==> config.mk <==
export PLATFORM = sky130hd
export DESIGN_NAME = bg_probe_sequencer
export DESIGN_NICKNAME = d
export VERILOG_FILES = /design/src/rtl/bg_probe_sequencer.sv
export SDC_FILE = /design/constraint.sdc
export NUM_CORES = 1
export LEC_CHECK = 0
export CAP_MARGIN = 10
export CORE_ASPECT_RATIO = 1.4
export CORE_UTILIZATION = 56
export CTS_CLUSTER_DIAMETER = 40
export CTS_CLUSTER_SIZE = 16
export DETAILED_ROUTE_END_ITERATION = 10
export PLACE_DENSITY = 0.79
export SKIP_LAST_GASP = 1
export SLEW_MARGIN = 0
export SYNTH_ARGS = -nofsm -noshare
export SYNTH_HDL_FRONTEND = slang
export SYNTH_SLANG_ARGS = --single-unit
==> constraint.sdc <==
create_clock -name clock -period 6.64 [get_ports clock]
set_input_delay 0.996 -clock clock [delete_from_list [all_inputs] [get_ports clock]]
set_output_delay 0.996 -clock clock [all_outputs]
set_load 0.02 [all_outputs]
==> src/rtl/bg_probe_sequencer.sv <==
// Sequences five collision probes (feet, below, right, left, top-left) through one background ROM port.
// Issues one address per cycle, captures each colour ROM_LAT edges later, then publishes all results with done.
module bg_probe_sequencer #(
  parameter int         ROM_LAT     = 1,
  parameter int         FEET_DX     = 5,
  parameter int         FEET_DY     = 16,
  parameter logic [2:0] WALL_COLOUR = 3'b010
) (
  input  logic        clock,
  input  logic        resetn,
  input  logic        start,
  input  logic [7:0]  swimmerX,
  input  logic [6:0]  swimmerY,
  input  logic [8:0]  bY,
  output logic [16:0] rom_addr,
  input  logic [2:0]  rom_q,
  output logic        busy,
  output logic        done,
  output logic [2:0]  colourG,
  output logic [2:0]  colourGD,
  output logic [2:0]  colourGR,
  output logic [2:0]  colourGL,
  output logic [2:0]  colourTop,
  output logic        wallR,
  output logic        wallL,
  output logic        wallD
);

  typedef enum logic [1:0] {IDLE, ISSUE, DRAIN, PUBLISH} state_t;

  state_t      state, state_nxt;
  logic        capture_en;
  logic [3:0]  step;
  logic [3:0]  cap_idx;
  logic [7:0]  snap_x;
  logic [6:0]  snap_y;
  logic [8:0]  snap_by;
  logic [2:0]  sh_g, sh_gd, sh_gr, sh_gl;

  // y*160 + x as shift-and-add, no multiplier.
  function automatic logic [16:0] lin_addr(input logic [8:0] y, input logic [8:0] x);
    return 17'({y, 7'b0}) + 17'({y, 5'b0}) + 17'(x);
  endfunction

  function automatic logic [16:0] probe_addr(input logic [7:0] x, input logic [6:0] y,
                                              input logic [8:0] by, input logic [2:0] idx);
    logic [8:0]  yf, yt, xf;
    logic [16:0] g;
    yf = {2'b0, y} + 9'(FEET_DY) + by;
    yt = {2'b0, y} + by;
    xf = {1'b0, x} + 9'(FEET_DX);
    g  = lin_addr(yf, xf);
    case (idx)
      3'd0:    probe_addr = g;
      3'd1:    probe_addr = lin_addr(yf + 9'd1, xf);
      3'd2:    probe_addr = g + 17'd1;
      3'd3:    probe_addr = g - 17'd1;
      default: probe_addr = lin_addr(yt, {1'b0, x});
    endcase
  endfunction

  // step counts edges since the start edge; probe (step-1-ROM_LAT) is on rom_q.
  assign cap_idx = step - 4'(1 + ROM_LAT);

  always_ff @(posedge clock) begin
    if (!resetn) state <= IDLE;
    else         state <= state_nxt;
  end

  always_comb begin
    state_nxt  = state;
    capture_en = 1'b0;
    case (state)
      IDLE:    if (start) state_nxt = ISSUE;
      ISSUE: begin
        capture_en = 1'b1;
        if (step == 4'd4) state_nxt = DRAIN;
      end
      DRAIN: begin
        capture_en = 1'b1;
        if (step == 4'(4 + ROM_LAT)) state_nxt = PUBLISH;
      end
      PUBLISH: state_nxt = IDLE;
      default: state_nxt = IDLE;
    endcase
  end

  always_ff @(posedge clock) begin
    if (!resetn) begin
      rom_addr  <= '0;
      busy      <= 1'b0;
      done      <= 1'b0;
      step      <= '0;
      snap_x    <= '0;
      snap_y    <= '0;
      snap_by   <= '0;
      sh_g      <= '0;
      sh_gd     <= '0;
      sh_gr     <= '0;
      sh_gl     <= '0;
      colourG   <= '0;
      colourGD  <= '0;
      colourGR  <= '0;
      colourGL  <= '0;
      colourTop <= '0;
      wallR     <= 1'b0;
      wallL     <= 1'b0;
      wallD     <= 1'b0;
    end else begin
      done <= 1'b0;
      case (state)
        IDLE: if (start) begin
          // Probe 0 comes straight from the live inputs; the snapshot serves the rest.
          snap_x   <= swimmerX;
          snap_y   <= swimmerY;
          snap_by  <= bY;
          busy     <= 1'b1;
          step     <= 4'd1;
          rom_addr <= probe_addr(swimmerX, swimmerY, bY, 3'd0);
        end
        ISSUE: begin
          rom_addr <= probe_addr(snap_x, snap_y, snap_by, step[2:0]);
          step     <= step + 4'd1;
        end
        DRAIN: step <= step + 4'd1;
        PUBLISH: begin
          // Top probe arrives on this same edge, so it bypasses the shadow.
          colourG   <= sh_g;
          colourGD  <= sh_gd;
          colourGR  <= sh_gr;
          colourGL  <= sh_gl;
          colourTop <= rom_q;
          wallR     <= (sh_gr == WALL_COLOUR);
          wallL     <= (sh_gl == WALL_COLOUR);
          wallD     <= (sh_gd == WALL_COLOUR);
          busy      <= 1'b0;
          done      <= 1'b1;
        end
        default: ;
      endcase
      if (capture_en) begin
        case (cap_idx)
          4'd0:    sh_g  <= rom_q;
          4'd1:    sh_gd <= rom_q;
          4'd2:    sh_gr <= rom_q;
          4'd3:    sh_gl <= rom_q;
          default: ;
        endcase
      end
    end
  end

endmodule

======== After elaboration in Yosys (flattened, before gate mapping) ========
Cells that the tools add are included.
W data, S select, Z words.
word-level totals
  logic and storage cells ................. 86
  bits in registers ....................... 79
  bits of input ports ..................... 30
  output and inout bits ................... 37
cells by class
  add/sub/neg operators ................... 20
  equality and inequality tests ........... 17
  muxes and demuxes ....................... 13
  reduce and logical (&&, ||, !) cells .... 16
operators by type and width
  operator                 number
  $add A16 B14 Y17         4
  $pmux W17 S4             1
  $add A17 B9 Y17          3
  $pmux W17 S2             1
  $add A8 B3 Y9 const B    2
  $add A8 B9 Y9            2
  $add A17 B1 Y17 const B  1
  $add A17 B8 Y17          1
  $mux W17                 1
  $sub A17 B1 Y17 const B  1
  $add A7 B5 Y8 const B    2
  $reduce_and A2 Y1        8
  $eq A3 B2 Y1 const B     5
  $add A7 B9 Y9            1
  $add A9 B1 Y9 const B    1
  $eq A4 B2 Y1 const B     2
  $eq A4 B3 Y1 const B     2
  $pmux W2 S4              1
  $pmux W4 S2              1
  $mux W2                  3
  $ne A2 B2 Y1 const B     3
  $reduce_bool A2 Y1       3
  $add A4 B1 Y4 const B    1
  $eq A2 B2 Y1 const B     2
  12 further kinds         14

======== Logic depth before layout (Yosys ltp) ========
Gate-level depths: netlist (run 1).
  depth after elaboration ................. 7
  mapped depth ............................ 22
  gate-level depth less buffers ........... 22

======== Worst setup path after synthesis (run 1) ========
OpenSTA, ideal clock, no wires.
  path type ............................... register to register
  start ................................... reg snap_y[1]
  end ..................................... reg rom_addr[16]
  setup slack ............................. 1567 ps
  clock period less this slack ............ 5073 ps
  cell stages (with the launch flop) ...... 23
  arrival ................................. 4944 ps
  library setup time ...................... 129 ps
  data required time ...................... 6511 ps
  path through ............................ dfxtp_1 ha_1 inv_1 fa_1 inv_1 ha_1 a21oi_2 xnor2_1 fa_1 inv_1 ha_1 and3_1 a2111o_1 a21o_1 a21oi_2 o21ai_1 xor2_1 ha_1 inv_1 o41ai_1 xnor2_1 mux2i_1 a211oi_1
on the way
  longest elaborated chain between the ends .. 7
  elaborated cells on any way between the ends .. 14
  those cells by class .................... add/sub: 12; mux: 2
RTL lines
  what                                                 line    text
  start, declared                                      36      logic [6:0] snap_y;
  start signal, assigned                               115     snap_y <= swimmerY;
  $add A7 B5 Y8                                        49      yf = {2'b0, y} + 9'(FEET_DY) + by;
  $add A8 B9 Y9                                        49
  $add A16 B14 Y17 or $add A9 B1 Y9 (tied branches)    42, 55
  $add A17 B9 Y17 or $add A16 B14 Y17 (tied branches)  42      return 17'({y, 7'b0}) + 17'({y, 5'b0}) + 17'(x);
  $sub A17 B1 Y17 (tied with other cells)              57      3'd3: probe_addr = g - 17'd1;
  $pmux W17 S4 *                                       53      case (idx)
  $pmux W17 S2 *                                       111     case (state)
  end signal, assigned                                 119     rom_addr <= probe_addr(swimmerX, swimmerY, bY, 3'd0);
  end signal, assigned                                 122     rom_addr <= probe_addr(snap_x, snap_y, snap_by, step[2:0]);
  end, declared                                        15      output logic [16:0] rom_addr,
Every way passes the cells marked *; elsewhere a longest branch is shown, timed or not.
A chain may end at the register's enable or synchronous reset.

======== Final worst setup path (run 1) ========
Same ends and word-level chain as after synthesis.

==> impl_results.md, run 1 <==
* Run status: finished clean
* EDFF count, synth at 0
* Startpoint types: register
* Class of the most critical setup path: reg2reg
* Vias in the first global route at 6,900
* Final number of hold-violating endpoints at 0
* Vias per inst at 5.896
* Number of port buffers at 66
* Worst hold margin at 455.0 ps
* Root buffer cell: sky130_fd_sc_hd__clkbuf_16
* Max H-tree Level at 3
* Post-layout net count at 1,192
* Max Slew Vio Count at 0
* Unrepaired setup endpoints after global routing: no
* Cell types occupying the most area after synthesis: sky130_fd_sc_hd__dfxtp_1 20%, sky130_fd_sc_hd__ha_1 20%, sky130_fd_sc_hd__a21oi_1 6.3%
* Sum of overflow across all layers after global routing at 0
* Worst ir drop on vdd at 0.0003249 V
* Slew margin rel. at 23.50%
* Antenna diode count at 0
* Area share of the leading cell type in the synthesized netlist at 20.41%
* Detail-routed net length per standard cell at 16.46 µm
* Wirelength, routed at 19.91 mm
* Setup violators final at 0
* Synthesized-area fraction occupied by and/or/nand/nor cells at 16.58%
* TritonCTS Sinks at 79
* Number of top-level pins at 67
* Starting density of the core at 57.62%
* Largest net degree at the start of global routing at 43
* Top FF cell, synth: sky130_fd_sc_hd__dfxtp_1
* Overall power of the completed layout at 3.788 mW
* Portion of netlist area occupied by mux cells at 2.841%
* Main combinational cell family by area after synthesis: adder cells
* Fraction of final layout cells with drive strength greater than 1 at 3.599%
* Synth area leader: sky130_fd_sc_hd__dfxtp_1
* Synthesis-to-layout area growth at 14.40%
* Synthesized area per cell at 7.998 µm²
* Gate count of the mapped netlist at 969
* Global-route wire length before repair at 32.77 mm
* Highest fanout seen on the critical path at 6
* Final TNS setup at 0 ps
* Measured slew at the worst slew-check pin at 1147 ps
* Seq cells post-synth at 79
* Skew final at 10.65 ps
* Number of setup buffers added after CTS at 0
* Total CTS buffers at 9
* Proportion of register bits with asynchronous set or reset after synthesis at 0%
* Post-Synthesis Net Count at 1,138
* Antenna violations before repair at 0
* Count of hold buffers inserted by post-cts repair at 0
* Critical Path AT at 5750 ps
* Area of the mapped netlist at 7750 µm²
* Routability-driven placement congestion ratio at 0.9372
* Initial drt markers at 339
* Period minus WS final at 5491 ps
* Post-synthesis xor/xnor area fraction at 8.508%
* Crit. End Element: register
* Standard-cell row count at 50
* 1st-pass router iterations at 5
* DRC at 0
* Yosys warning total at 0
* Clock-pin transition on the worst setup and hold timing paths at 70 ps
* Post-CTS Resized at 0
* Post-synthesis cell type count at 69
* Fraction of the mapped netlist area in adder cells at 23.89%
* Sequential cell area fraction in the yosys report at 20.41%
* Required time at the worst-slack endpoint at 6900 ps
* HPWL Detailed at 15.80 mm
* Clock tree from TritonCTS: done
* Post-place instance area at 8566 µm²
* Share of the clock period used by the worst path at 82.70%
* Core outline area at 13,450 µm²
* Worst-skew pair later-pin latency at 350 ps
* DIE WIDTH at 101.4 µm
* Highest attainable clock frequency at 182.1 MHz
* Max-cap viol count at 0
* Die Footprint at 14,320 µm²
* Power density over the cells at 427.3 nW/µm²
* Static power due to leakage at 3.903 nW
* Post-Layout Inst Area at 8866 µm²
* Number of nets still failing antenna checks after routing at 0
* Aggregate global-route resource usage at 29.02%
* Worst-case clock buffer depth at 2
* Kind of path behind the tightest hold check: reg2reg
* Setup Slack @ Placement at 1136 ps
* Compound-cell area share of the yosys netlist at 22.86%
* Setup slack of the critical path after layout at 1149 ps
* Number of vias after detailed routing at 7,134
* Die Ht at 141.2 µm
-- cells in the final DEF, fill, tap and decap left out, types with 15 or more instances in the layout --
master / count
sky130_fd_sc_hd__a211oi_1: 19
sky130_fd_sc_hd__a21o_1: 20
sky130_fd_sc_hd__a21oi_1: 98
sky130_fd_sc_hd__clkdlybuf4s50_1: 66
sky130_fd_sc_hd__dfxtp_1: 79
sky130_fd_sc_hd__fa_1: 15
sky130_fd_sc_hd__ha_1: 124
sky130_fd_sc_hd__inv_1: 70
sky130_fd_sc_hd__mux2i_1: 22
sky130_fd_sc_hd__nand2_1: 119
sky130_fd_sc_hd__nand3_1: 27
sky130_fd_sc_hd__nor2_1: 75
sky130_fd_sc_hd__nor3_1: 16
sky130_fd_sc_hd__o21ai_0: 39
sky130_fd_sc_hd__xnor2_1: 40
sky130_fd_sc_hd__xor2_1: 27
-- stage by stage --
stage               instances  util (%)
floorplan                 969         -
global placement         1194     63.68
detailed placement       1194     63.68
CTS                      1210     65.92
global route             1210     65.92
finish                   1210     65.92
-- registers in the layout (all words and copies together) (netlist names), 2 cells and up --
signal,cells
snap_x,8
colourTop,3
state,2
colourGR,3
colourGD,3
sh_gd,3
sh_gl,3
sh_g,3
sh_gr,3
colourG,3
snap_y,7
step,4
rom_addr,17
snap_by,9
colourGL,3
-- synth_stat cells, types with 14 or more instances --
library cell,instances
sky130_fd_sc_hd__a211oi_1,19
sky130_fd_sc_hd__a21o_1,20
sky130_fd_sc_hd__a21oi_1,98
sky130_fd_sc_hd__clkbuf_1,26
sky130_fd_sc_hd__dfxtp_1,79
sky130_fd_sc_hd__fa_1,15
sky130_fd_sc_hd__ha_1,124
sky130_fd_sc_hd__inv_1,70
sky130_fd_sc_hd__mux2i_1,22
sky130_fd_sc_hd__nand2_1,119
sky130_fd_sc_hd__nand3_1,27
sky130_fd_sc_hd__nor2_1,75
sky130_fd_sc_hd__nor3_1,16
sky130_fd_sc_hd__o211ai_1,14
sky130_fd_sc_hd__o21ai_0,39
sky130_fd_sc_hd__xnor2_1,40
sky130_fd_sc_hd__xor2_1,27
-- cell type report --
type	count	area (µm²)
timing repair buffer	71	698.2
clock buffer	9	225.2
sequential	79	1582
inverter	72	270.3
tap	182	227.7
fill	1175	4584
clock inverter	7	75.07
multi-input combinational	790	5788
-- where the power goes --
group / switching [mW] / internal [mW] / total (mW)
logic: 1.59 / 1.06 / 2.66
clock network: 0.226 / 0.266 / 0.492
registers: 0.0759 / 0.562 / 0.638
total: 1.89 / 1.89 / 3.79
-- layer usage --
| layer | vias up | global-route usage [%] | wire (µm) |
|---|---|---|---|
| met5 | - | 0 | 0 |
| met4 | 0 | 15.87 | 922 |
| met3 | 60 | 3.818 | 809 |
| met2 | 183 | 50.70 | 9901 |
| met1 | 3341 | 33.78 | 8280 |
| li1 | 3550 | - | - |
-- critical path, stage by stage, from the launching register on --
cell	delay [ps]
sky130_fd_sc_hd__dfxtp_1	360
sky130_fd_sc_hd__ha_1	220
sky130_fd_sc_hd__inv_1	70
sky130_fd_sc_hd__fa_1	440
sky130_fd_sc_hd__inv_1	70
sky130_fd_sc_hd__ha_1	150
sky130_fd_sc_hd__a21oi_2	50
sky130_fd_sc_hd__xnor2_1	540
sky130_fd_sc_hd__fa_1	520
sky130_fd_sc_hd__inv_1	60
sky130_fd_sc_hd__ha_1	280
sky130_fd_sc_hd__and3_1	190
sky130_fd_sc_hd__a2111o_1	440
sky130_fd_sc_hd__a21o_1	200
sky130_fd_sc_hd__a21oi_2	170
sky130_fd_sc_hd__o21ai_1	100
sky130_fd_sc_hd__xor2_1	160
sky130_fd_sc_hd__ha_1	350
sky130_fd_sc_hd__inv_1	90
sky130_fd_sc_hd__o41ai_1	400
sky130_fd_sc_hd__xnor2_1	190
sky130_fd_sc_hd__mux2i_1	100
sky130_fd_sc_hd__a211oi_1	250
-- cell families after synthesis --
kind of cell | count (synthesis)
compound gates | 271
mux | 22
flops | 79
fa+ha+maj | 139
buf+inv | 100
simple gates | 287
xor+xnor | 71
-- worst paths after layout --
path	start	to	slack, ps	depth (start not counted)
worst max-delay path	snap_y[1]$_SDFFE_PN0P_	rom_addr[16]$_SDFFE_PN0P_	1150	22
worst min-delay path	rom_addr[6]$_SDFFE_PN0P_	rom_addr[6]$_SDFFE_PN0P_	450	2
worst max register to register	snap_y[1]$_SDFFE_PN0P_	rom_addr[16]$_SDFFE_PN0P_	1150	22
worst min register to register	rom_addr[6]$_SDFFE_PN0P_	rom_addr[6]$_SDFFE_PN0P_	450	2
(Power assumes the default switching activity.)
==> run 2: changes to the inputs <==
clock period = 5.4 ns   (was 6.64 ns; I/O delays follow)
==> impl_results.md, run 2 (synthesized netlist as in run 1, its figures left out) <==
* Highest fanout seen on the critical path at 5
* TritonCTS Sinks at 79
* Final TNS setup at 0 ps
* Worst ir drop on vdd at 0.0003312 V
* Aggregate global-route resource usage at 28.95%
* Root buffer cell: sky130_fd_sc_hd__clkbuf_16
* Vias per inst at 5.952
* Kind of path behind the tightest hold check: reg2reg
* Count of hold buffers inserted by post-cts repair at 0
* Critical Path AT at 5390 ps
* Core outline area at 13,450 µm²
* Number of vias after detailed routing at 7,232
* Reg-to-reg critical path endpoint: rom_addr[16]$_SDFFE_PN0P_
* Wirelength, routed at 20.28 mm
* Switch share at 49.26%
* Instance count along the most critical hold path at 2
* HPWL Detailed at 16.10 mm
* Worst hold margin at 457.9 ps
* Number of nets still failing antenna checks after routing at 0
* Share of power burned in the clock network at 14.1%
* Max-cap viol count at 0
* Sequential cell fraction of total power at 16.2%
* Number of port buffers at 66
* Worst-skew pair later-pin latency at 340 ps
* Worst-case clock buffer depth at 2
* Starting density of the core at 57.62%
* Path depth of the worst reg2reg path at 18
* Max H-tree Level at 3
* Startpoint types: register
* Commonest cells after routing, fill and taps aside: 122 x sky130_fd_sc_hd__ha_1, 119 x sky130_fd_sc_hd__nand2_1, 98 x sky130_fd_sc_hd__a21oi_1
* Total internal power at 2.455 mW
* Die Ht at 141.2 µm
* Largest net degree at the start of global routing at 47
* Skew final at 4.780 ps
* Slew margin rel. at 20.47%
* Initial drt markers at 405
* Antenna violations before repair at 0
* Global-route wire length before repair at 32.43 mm
* Antenna diode count at 0
* Sum of overflow across all layers after global routing at 0
* Measured slew at the worst slew-check pin at 1193 ps
* Number of top-level pins at 67
* Total CTS buffers at 9
* Required time at the worst-slack endpoint at 5610 ps
* 1st-pass router iterations at 8
* P_sw at 2.383 mW
* Vias in the first global route at 6,800
* Max Slew Vio Count at 0
* Die Footprint at 14,320 µm²
* Highest attainable clock frequency at 193.2 MHz
* Hold EP: rom_addr[5]$_SDFFE_PN0P_
* Post-layout net count at 1,197
* DRC at 0
* Setup violators final at 0
* Class of the most critical setup path: reg2reg
* Setup slack of the critical path after layout at 223.8 ps
* Synthesis-to-layout area growth at 15.72%
* Number of flip-flops under the largest register name at 17
* Clock-pin transition on the worst setup and hold timing paths at 60 ps
* Fraction of final layout cells with drive strength greater than 1 at 4.647%
* Period minus WS final at 5176 ps
* Power density over the cells at 539.4 nW/µm²
* Cell count after placement at 1,198
* Share of the clock period used by the worst path at 95.86%
* Standard-cell row count at 50
* Setup Slack @ Placement at 60.67 ps
* Detail-routed net length per standard cell at 16.69 µm
* Register with the highest flop count: rom_addr
* Most common cell after layout, fill and taps aside: sky130_fd_sc_hd__ha_1
* Hold Path Origin: rom_addr[5]$_SDFFE_PN0P_
* Register-to-register setup slack at 220 ps
* Reg2Reg Launch Point: snap_y[1]$_SDFFE_PN0P_
* Run status: finished clean
* DIE WIDTH at 101.4 µm
* Non-filler cells in the finished layout at 1,215
* Unrepaired setup endpoints after global routing: no
* Static power due to leakage at 3.953 nW
* Crit. End Element: register
* Proportion of power drawn by combinational gates at 69.7%
* Registers with the highest flip-flop counts: rom_addr: 17 flops, snap_by: 9 flops, snap_x: 8 flops
* Routability-driven placement congestion ratio at 0.9322
* Clock tree from TritonCTS: done
* Final number of hold-violating endpoints at 0
-- run 2: cell types whose count changed in the layout (fill, tap and decap cells not counted), moves of 2 or more --
cell	change
sky130_fd_sc_hd__buf_4	+5
sky130_fd_sc_hd__inv_8	-3
sky130_fd_sc_hd__inv_6	+3
sky130_fd_sc_hd__ha_1	-2
sky130_fd_sc_hd__bufinv_16	+2
-- run 2: how the worst max path moves through the flow --
stage                                  from                        end  depth (start not counted)  slack, ps
floorplan            snap_y[1]$_SDFFE_PN0P_  rom_addr[16]$_SDFFE_PN0P_                         22        330
global placement     snap_y[1]$_SDFFE_PN0P_  rom_addr[16]$_SDFFE_PN0P_                         22        190
detailed placement   snap_y[1]$_SDFFE_PN0P_  rom_addr[16]$_SDFFE_PN0P_                         22         60
CTS                  snap_y[1]$_SDFFE_PN0P_  rom_addr[16]$_SDFFE_PN0P_                         22         60
global route        snap_by[1]$_SDFFE_PN0P_  rom_addr[16]$_SDFFE_PN0P_                         22       0.04
finish               snap_y[1]$_SDFFE_PN0P_  rom_addr[16]$_SDFFE_PN0P_                         18        220
-- run 2: what timing repair did --
| action | 4_1_cts | 5_1_grt |
|---|---|---|
| buffers inserted | 0 | 1 |
| gates resized for setup | 0 | 6 |
| setup endpoints to repair | 0 | 4 |
-- run 2: final cells by class --
class	count	area, µm²
clock buffers	9	225.2
repair buffers	76	735.7
inverters	72	270.3
flip-flops and latches	79	1582
fillers	1157	4482
multi-input cells	790	5828
well taps	182	227.7
clock inverters	7	100.1
-- run 2: routing by layer --
metal	vias up	share of wire [%]	GRT usage (%)	wire length, µm
met5	-	0	0	0
met4	0	3.5	12.20	709
met3	50	4.8	4.611	981
met2	207	52	52.45	10470
met1	3417	40	33.07	8112
li1	3558	-	-	-
-- run 2: power groups by stage --
stage / combinational (mW) / clock [mW] / sequential [mW]
final: 3.37 / 0.681 / 0.785
after global placement: 3.23 / 0 / 0.791
after global routing: 3.70 / 0.708 / 0.800
after CTS: 3.30 / 0.683 / 0.782
after floorplan: 2.33 / 0 / 0.846
after detailed placement: 3.27 / 0 / 0.792
-- run 2: per-stage QoR --
step	power, mW	utilization (%)	cell area [µm²]
after detailed placement	4.067	63.91	8596
after floorplan	3.172	-	7750
final	4.838	66.68	8969
after global routing	5.211	66.68	8969
after global placement	4.016	63.91	8596
after CTS	4.765	66.33	8921
-- run 2: worst max-delay path, cell delays in order (launching register included) --
cell	delay [ps]
sky130_fd_sc_hd__dfxtp_1	360
sky130_fd_sc_hd__ha_2	220
sky130_fd_sc_hd__inv_1	60
sky130_fd_sc_hd__fa_1	490
sky130_fd_sc_hd__inv_1	50
sky130_fd_sc_hd__ha_1	360
sky130_fd_sc_hd__fa_1	540
sky130_fd_sc_hd__fa_1	500
sky130_fd_sc_hd__a211oi_1	250
sky130_fd_sc_hd__nor2_1	120
sky130_fd_sc_hd__o31a_1	290
sky130_fd_sc_hd__a21oi_1	280
sky130_fd_sc_hd__ha_1	360
sky130_fd_sc_hd__or2_2	320
sky130_fd_sc_hd__a21oi_1	260
sky130_fd_sc_hd__o41ai_2	100
sky130_fd_sc_hd__xnor2_1	180
sky130_fd_sc_hd__mux2i_1	220
sky130_fd_sc_hd__a211oi_1	90
==> run 3: changes to the inputs <==
--- a/config.mk
+++ b/config.mk
@@ -9,2 +9,3 @@
 export CORE_ASPECT_RATIO = 1.4
+export CORE_MARGIN = 4
 export CORE_UTILIZATION = 56
--- a/constraint.sdc
+++ b/constraint.sdc
@@ -3,2 +3,2 @@
 set_output_delay 0.81 -clock clock [all_outputs]
-set_load 0.02 [all_outputs]
+set_load 0.1 [all_outputs]
==> impl_results.md, run 3 (synthesized netlist as in run 1, its figures left out) <==
* Crit. End Element: register
* End-of-flow core utilization at 66.95%
* Clock-pin transition on the worst setup and hold timing paths at 70 ps
* Wirelength, routed at 20.57 mm
* Antenna diode count at 0
* Clock tree from TritonCTS: done
* Fraction of final layout cells with drive strength greater than 1 at 4.928%
* Max Slew Vio Count at 0
* Routability-driven placement congestion ratio at 1.001
* Count of hold buffers inserted by post-cts repair at 0
* Starting density of the core at 57.62%
* Final number of hold-violating endpoints at 0
* Skew final at 4.469 ps
* Post-place instance area at 8603 µm²
* Root buffer cell: sky130_fd_sc_hd__clkbuf_16
* Number of port buffers at 66
* Initial drt markers at 379
* Antenna violations before repair at 0
* Class of the most critical setup path: reg2reg
* Die Footprint at 15,810 µm²
* Worst ir drop on vdd at 0.0006196 V
* Max-cap viol count at 0
* Commonest cells after routing, fill and taps aside: 121 x sky130_fd_sc_hd__ha_1, 119 x sky130_fd_sc_hd__nand2_1, 97 x sky130_fd_sc_hd__a21oi_1
* 1st-pass router iterations at 6
* Number of vias after detailed routing at 7,175
* Synthesis-to-layout area growth at 16.19%
* Most common cell after layout, fill and taps aside: sky130_fd_sc_hd__ha_1
* Number of nets still failing antenna checks after routing at 0
* Startpoint types: register
* Number of top-level pins at 67
* DIE WIDTH at 107.4 µm
* Detail-routed net length per standard cell at 16.90 µm
* DRC at 0
* Total CTS buffers at 9
* Filler instances at 1,137
* Setup Slack @ Placement at 65.48 ps
* Run status: finished clean
* Post-Layout Inst Area at 9005 µm²
* Highest attainable clock frequency at 192.8 MHz
* Registers with the highest flip-flop counts: rom_addr: 17 flops, snap_by: 9 flops, snap_x: 8 flops
* Max H-tree Level at 3
* Setup violators final at 0
* Multi-input combinational cell area at 5839 µm²
* Area occupied by registers at 1582 µm²
* Slew margin rel. at 21.79%
* Power density over the cells at 584.6 nW/µm²
* HPWL Detailed at 16.04 mm
* Largest net degree at the start of global routing at 51
* Measured slew at the worst slew-check pin at 1173 ps
* Standard-cell row count at 50
* Worst-case clock buffer depth at 2
* TritonCTS Sinks at 79
* Static power due to leakage at 3.959 nW
* Highest fanout seen on the critical path at 6
* Critical Path AT at 5440 ps
* Post-layout net count at 1,199
* Sum of overflow across all layers after global routing at 0
* Register with the highest flop count: rom_addr
* Kind of path behind the tightest hold check: reg2reg
* Number of flip-flops under the largest register name at 17
* Required time at the worst-slack endpoint at 5650 ps
* Overall power of the completed layout at 5.265 mW
* Worst-skew pair later-pin latency at 340 ps
* Vias per inst at 5.896
* Share of the clock period used by the worst path at 96.05%
* Core outline area at 13,450 µm²
* Global-route wire length before repair at 33.47 mm
* Period minus WS final at 5187 ps
* Setup slack of the critical path after layout at 213.0 ps
* Aggregate global-route resource usage at 26.04%
* Die Ht at 147.2 µm
* Vias in the first global route at 7,022
==> run 3: layer usage <==
metal | global-route usage, % | share of wire (%) | up-vias
met5 | 0 | 0 | -
met4 | 9.476 | 2.9 | 0
met3 | 3.780 | 5.1 | 45
li1 | - | - | 3559
met1 | 30.33 | 40 | 3371
met2 | 47.71 | 52 | 200
==> run 3: what timing repair did <==
item	CTS	global route
setup endpoints to repair	0	1
setup buffers	0	2
resized for setup	0	8
==> run 3: worst max-delay path: stages, from the launching register on <==
cell and delay, ps:
sky130_fd_sc_hd__dfxtp_1 370, sky130_fd_sc_hd__ha_1 190, sky130_fd_sc_hd__inv_1 60, sky130_fd_sc_hd__fa_1 580, sky130_fd_sc_hd__nand2b_1 180, sky130_fd_sc_hd__a21oi_1 50, sky130_fd_sc_hd__and3b_1 370, sky130_fd_sc_hd__ha_1 290
sky130_fd_sc_hd__ha_1 360, sky130_fd_sc_hd__and3_1 210, sky130_fd_sc_hd__a2111o_1 440, sky130_fd_sc_hd__a21o_1 200, sky130_fd_sc_hd__a21oi_2 160, sky130_fd_sc_hd__xnor2_1 110, sky130_fd_sc_hd__ha_2 210, sky130_fd_sc_hd__or3_1 330
sky130_fd_sc_hd__a211oi_2 290, sky130_fd_sc_hd__o41ai_2 130, sky130_fd_sc_hd__xnor2_1 210, sky130_fd_sc_hd__mux2i_1 100, sky130_fd_sc_hd__a211oi_1 260
==> run 3: path summary, 6_finish.rpt <==
path / start / to / slack (ps) / cells after the start
setup / recovery: snap_by[2]$_SDFFE_PN0P_ / rom_addr[16]$_SDFFE_PN0P_ / 210 / 20
setup reg to reg: snap_by[2]$_SDFFE_PN0P_ / rom_addr[16]$_SDFFE_PN0P_ / 210 / 20
hold / removal: sh_g[0]$_SDFFE_PN0P_ / sh_g[0]$_SDFFE_PN0P_ / 460 / 2
hold reg to reg: sh_g[0]$_SDFFE_PN0P_ / sh_g[0]$_SDFFE_PN0P_ / 460 / 2
==> run 3: metrics by stage <==
stage / setup TNS, ps / cells / hold slack (ps)
final: 0 / 1217 / 458.7
after global routing: -32.65 / 1217 / 484.3
after CTS: 0 / 1215 / 461.2
after detailed placement: 0 / 1199 / 447.8
after global placement: 0 / 1199 / 442.6
after floorplan: 0 / 969 / 436.0
==> run 3: power breakdown <==
part           total, mW  switching (mW)  internal (mW)
clock network      0.691           0.274          0.417
registers          0.787          0.0950          0.692
logic               3.79            2.41           1.38
total               5.26            2.78           2.48
==> run 3: final cells by class <==
class                           count  area share, %
Multi-Input combinational cell    790          64.85
Sequential cell                    79          17.56
Timing Repair Buffer               78          8.337
Inverter                           72          3.001
Tap cell                          182          2.529
Clock buffer                        9          2.501
Clock inverter                      7          1.223
